### src/rtl/fifo_serial_tx.sv
// fifo_serial_tx: pops 16-bit FIFO words and sends each as start/data/parity/stop.
// clk, resetn, en, f_empty, rd_data in; rd_enb, tx, busy, frame_cnt out.
module fifo_serial_tx #(
  parameter int CLKS_PER_BIT = 4,
  parameter int PARITY_EN    = 1
) (
  input  logic        clk,
  input  logic        resetn,
  input  logic        en,
  input  logic        f_empty,
  input  logic [15:0] rd_data,
  output logic        rd_enb,
  output logic        tx,
  output logic        busy,
  output logic [7:0]  frame_cnt
);

  typedef enum logic [2:0] {
    IDLE, POP, LOAD, START, DATA, PAR, STOP
  } state_t;

  state_t      state, state_n;
  logic [15:0] sh, sh_n;
  logic        par, par_n;
  logic [3:0]  bidx, bidx_n;
  logic [7:0]  baud, baud_n;
  logic [7:0]  cnt_n;
  logic        tx_n;
  logic        last;
  logic        timed;

  assign last   = (baud == 8'(CLKS_PER_BIT - 1));
  assign rd_enb = (state == POP);
  assign timed  = (state == START) || (state == DATA) ||
                  (state == PAR)   || (state == STOP);

  always_comb begin
    state_n = state;
    sh_n    = sh;
    par_n   = par;
    bidx_n  = bidx;
    cnt_n   = frame_cnt;
    unique case (state)
      IDLE:  if (en && !f_empty) state_n = POP;
      POP:   state_n = LOAD;
      LOAD: begin
        sh_n    = rd_data;
        par_n   = ^rd_data;
        state_n = START;
      end
      START: if (last) begin
        state_n = DATA;
        bidx_n  = 4'd0;
      end
      DATA: if (last) begin
        sh_n   = {1'b0, sh[15:1]};
        bidx_n = bidx + 4'd1;
        if (bidx == 4'd15)
          state_n = (PARITY_EN != 0) ? PAR : STOP;
      end
      PAR:   if (last) state_n = STOP;
      STOP: if (last) begin
        cnt_n   = frame_cnt + 8'd1;
        state_n = (en && !f_empty) ? POP : IDLE;
      end
      default: state_n = IDLE;
    endcase

    // baud restarts at each bit boundary and each state change
    if (!timed || last || state_n != state)
      baud_n = 8'd0;
    else
      baud_n = baud + 8'd1;

    // tx is registered, so it is derived from the upcoming state
    unique case (state_n)
      START:   tx_n = 1'b0;
      DATA:    tx_n = sh_n[0];
      PAR:     tx_n = par_n;
      default: tx_n = 1'b1;
    endcase
  end

  always_ff @(posedge clk or negedge resetn) begin
    if (!resetn) begin
      state     <= IDLE;
      sh        <= 16'd0;
      par       <= 1'b0;
      bidx      <= 4'd0;
      baud      <= 8'd0;
      tx        <= 1'b1;
      busy      <= 1'b0;
      frame_cnt <= 8'd0;
    end else begin
      state     <= state_n;
      sh        <= sh_n;
      par       <= par_n;
      bidx      <= bidx_n;
      baud      <= baud_n;
      tx        <= tx_n;
      busy      <= (state_n != IDLE);
      frame_cnt <= cnt_n;
    end
  end

endmodule

### config.mk
export PLATFORM = sky130hd
export DESIGN_NAME = fifo_serial_tx
export DESIGN_NICKNAME = d
export VERILOG_FILES = /design/src/rtl/fifo_serial_tx.sv
export SDC_FILE = /design/constraint.sdc
export NUM_CORES = 1
export LEC_CHECK = 0
export BUFFER_PORTS_ARGS = -buffer_cell sky130_fd_sc_hd__buf_2
export CAP_MARGIN = 20
export CORE_ASPECT_RATIO = 0.6
export CORE_MARGIN = 10
export CORE_UTILIZATION = 40
export DETAILED_ROUTE_END_ITERATION = 10
export PLACE_DENSITY_LB_ADDON = 0.05
export SLEW_MARGIN = 20
export SYNTH_ARGS = -nofsm -noshare
export SYNTH_HDL_FRONTEND = slang
export SYNTH_SLANG_ARGS = --single-unit
### constraint.sdc
create_clock -name clk -period 3.2 [get_ports clk]
set_clock_uncertainty 0.15 [all_clocks]
set_input_delay 0.32 -clock clk [delete_from_list [all_inputs] [get_ports clk]]
set_output_delay 0.32 -clock clk [all_outputs]
set_load 0.005 [all_outputs]
Word level (Yosys, flattened, before mapping) --
Cells that the tools add are included.
Operators by class: $add $sub $neg 3, multiply operators 0, divide/modulo/power cells 0, $lt $le $gt $ge 0, equality and inequality tests 14, shift-type cells 0, multiplexer cells 16, bitwise gates (word level) 0, reductions and logical operators 16
Operator list (count):
- $pmux 16 s2 | 1
- $pmux 3 s7 | 1
- $mux 3 | 6
- $add 8x1->8 const B | 2
- $mux 16 | 1
- $reduce_xor 16->1 | 1
- $eq 3x3->1 const B | 5
- $eq 3x2->1 const B | 3
- $eq 8x2->1 const B | 1
- $mux 4 | 2
- $mux 8 | 1
- $pmux 4 s2 | 1
- $logic_or 1x1->1 | 5
- $add 4x1->4 const B | 1
- $eq 4x4->1 const B | 1
- $ne 2x2->1 const B | 2
- $reduce_and 2->1 | 2
- $reduce_bool 2->1 | 2
- $eq 3x1->1 const B | 1
- $logic_not 3->1 | 1
- $ne 3x3->1 | 1
- $pmux 1 s3 | 1
- $reduce_and 3->1 | 1
- $reduce_bool 3->1 | 1
- other kinds (3) | 5
Storage, ports and cells: flip-flop bits (word level) 42, bits in latches 0, bits in writable memories 0, ROM bits 0, input bits 20, output and inout port bits 11, word-level logic and storage cells 58, memories kept 0

Depth between registers and ports, before layout --
depth after elaboration 8, gate-level depth with buffers 8, depth with buffers taken out 7

Worst setup path after synthesis --
OpenSTA, ideal clock, no wires.
path kind flip-flop to flip-flop, from reg baud[0], to reg busy, setup time 131 ps, arrival 1921 ps, setup slack 998 ps, stages on the path, launching flop included 8, path buffers 1, cells stage by stage dfrtp_1 > ha_1 > nor3b_2 > and2_1 > buf_6 > mux2i_1 > o221ai_4 > or3_1
On the way: cells in the longest elaborated chain, start to end 4, elaborated cells on any way between the ends 7
RTL lines:
- start: declaration | RTL line 26 | logic [7:0] baud, baud_n;
- start signal: assignment | RTL line 99 | baud <= baud_n;
- $eq 8x2->1 (*) | RTL line 32 | assign last = (baud == 8'(CLKS_PER_BIT - 1));
- $mux 3 (on tied branches)
- $pmux 3 s7 (*) | RTL line 43 | unique case (state)
- named net state_n[0] | RTL line 22 | state_t state, state_n;
- $reduce_bool 3->1 (*) | RTL line 101 | busy <= (state_n != IDLE);
- end signal: assignment | RTL line 101
- end: declaration | RTL line 14 | output logic busy,
The timed path passes the listed nets; every way through them passes the cells marked *. A chain may end at the register's enable or synchronous reset.

Worst setup path after layout --
Same ends and word-level chain as after synthesis.

==> metrics <==
Req. time, crit path=3.21 ns; Worst path top cell family by delay=simple AND/OR/NAND/NOR gates; max incr delay on CP=0.40 ns; Max Slew Vio Count=0; Syn Inst Count=208; largest family of logic cells by synthesized area=simple AND/OR/NAND/NOR gates; global route overflow=0; H-Tree Level Count=2; Tmin final=2.50 ns; reg2reg start=baud[0]; Core Rows=20; final setup fails=0; most frequent cell after synthesis=dfrtp_1; CP arrival=2.51 ns; Routed WL=4.42 mm; Syn Nets=231; DP Area=0.00238 mm2; CP startpoint=baud[0]; clock slew at reported path FFs=0.08 ns; synthesized area=0.00218 mm2; post-synthesis mux area share=0.975%; Min-Delay Path Class=input port to async pin; clock latency on the worst-skew pair=0.29 ns; Sequential Power Share=52.6%; synth unique cells=47; Synth Area in XOR/XNOR=12.0%; Hold Buf Count CTS=0; Total Power=1.04 mW; CTS resizes=0; Tcrit/Tclk final=78.2%; Ports=31; Internal=815 uW; worst vdd ir=215 uV; Nets=261; slowest CP cell=and2_1; layout cells sized above 1=22.2%; number of flops mapped to enable cells by yosys=0; CTS tree=yes; First-pass DRT Iterations=5; Post-Layout Cell Count=305; RSZ-0062 raised after global routing=no; port buffer count=30; diode count=0; crit path launch type=register; top cells by area, synth=dfrtp_1 47%, xnor2_1 8.4%, nand2_1 6.2%; top-area cell type share of the netlist area=47.0%; average cell area after synthesis=10.5 um2; PD cells=416 mW/mm2; DRC Markers=0; core area=0.00518 mm2; WL/cell=14.5 um; Final Hold Viols=0; CP Max Fanout=6; Core Util, Final=48.1%; Die ar.=0.00891 mm2; via count=1575; top sig layer=met4; number of synthesis warnings=0; antenna violations before repair=0; Fillers=476; adder-cell share of the synthesized area=1.72%; clk sink count=42; largest net degree at the start of global routing=43; leakage power=1.19 nW; Top FF cell, synth=dfrtp_1; Switching Fraction=21.3%; TNS Setup=0 ns; Die Span Y=77.2 um; Final Instance Area=0.00249 mm2; die width=115 um; placed cell count=297; fmax=400 MHz; post-route antenna net violation count=0; GRT Overall Usage=10.3%; Worst-Margin Slew=0.944 ns; Async SR Flop Fraction=100%; Initial Utilization=42.1%; Clock power frac=39.3%; DR iter-0 viols=101; combinational share of power=8.1%; M1 WL=2.26 mm; Clock Path Buffers=2; post-synthesis register bit count=42; number of global-route vias before repair=1560; Met2 Wirelength=1.84 mm; post-DP HPWL=3.19 mm; max-cap viol count=0; crit path kind=register to register; post-synthesis compound-gate area fraction=12.7%; gp weighted congestion=0.795; Buf/Inv on CP=0; Clock Root Buffer=clkbuf_8; Inserted Clock Buffers=5; commonest cells in the netlist=41 x dfrtp_1, 36 x nand2_1, 21 x xnor2_1; first-pass GRT wire length=7.50 mm; NetSw=221 uW; Relative slew margins=37.1%; area grow syn2layout=14.1%; largest area contributor in the netlist=dfrtp_1; post-CTS setup buffer count=0; status=finished clean; met3 wire length=304 um; Seq/Total Area, Yosys=48.2%; Post-Synth Simple-Gate Area=21.7%; worst path cell trace=ha_1 > nor3b_2 > and2_1 > mux2i_1 > o221ai_4 > or3_1; via/cell ratio=5.16; Critical Path End Type=register
## layout make-up
cell class	instances	area (um2)	area share [%]
clock buffers	7	76.3	3.07
clock inverters	1	30.0	1.21
inverters	3	11.3	0.452
multi-input cells	154	1070	43.1
flip-flops and latches	42	1050	42.3
well taps	66	82.6	3.32
repair buffers	32	165	6.63
## through the flow
stage,hold slack [ns],setup WS [ns]
3_3_place_gp,0.301,0.794
4_1_cts,0.0593,0.694
5_1_grt,0.107,0.471
6_report,0.0278,0.698
2_1_floorplan,-0.126,0.998
3_5_place_dp,0.306,0.710
## logic make-up (layout without fill, tap and decap cells)
group | count (synthesis) | count (layout)
xor gates and xnor gates | 30 | 30
AOI/OAI and AO/OA | 32 | 32
and+or+nand+nor | 87 | 87
muxes | 2 | 2
DFF | 42 | 42
buffers and inverters | 12 | 43
adders and majority gates | 3 | 3
## metal layers
layer  GRT usage (%)  vias to the layer above
met2            14.0                       28
li1                -                      781
met1            14.5                      764
met3            4.20                        2
met5               0                        -
met4            2.64                        0
## cells in the final DEF, fill, tap and decap left out, types with 2 or more instances in the layout
cell | netlist | final
xnor2_1 | 21 | 21
nand3_1 | 6 | 6
clkbuf_1 | 4 | 2
dfrtp_1 | 41 | 41
and3_1 | 4 | 4
buf_2 | 4 | 30
and2_1 | 3 | 3
nand4_1 | 2 | 2
inv_1 | 3 | 3
nor2_1 | 16 | 16
nand2b_1 | 2 | 2
ha_1 | 3 | 3
xor2_1 | 9 | 9
buf_4 | 0 | 2
clkbuf_8 | 0 | 5
a21oi_1 | 7 | 7
a22o_1 | 2 | 2
a22oi_1 | 14 | 14
nor3_1 | 2 | 2
nand2_1 | 36 | 36
## power by group through the flow
stage                     combinational, mW  clock (mW)  sequential (mW)
after global placement               0.0837           0            0.556
after global routing                 0.0932       0.446            0.547
after floorplan                      0.0502           0            0.555
final                                0.0836       0.408            0.545
after CTS                            0.0858       0.425            0.545
after detailed placement             0.0851           0            0.555
## sequential cells by signal (all words and copies together) (netlist names)
| signal | cells |
|---|---|
| busy | 1 |
| par | 1 |
| frame_cnt | 8 |
| sh | 16 |
| baud | 8 |
| bidx | 4 |
| tx | 1 |
| state | 3 |
## final timing paths
check,endpoint,slack [ns],cells past startpoint
worst max-delay path,busy,0.70,6
worst min-delay path,sh[1],0.03,1
worst max register to register,busy,0.70,6
worst min register to register,frame_cnt[7],0.32,1
max in group asynchronous,baud[5],2.29,1
min in group clk,sh[14],0.14,3
No activity file was read; power rests on OpenSTA's default activity.
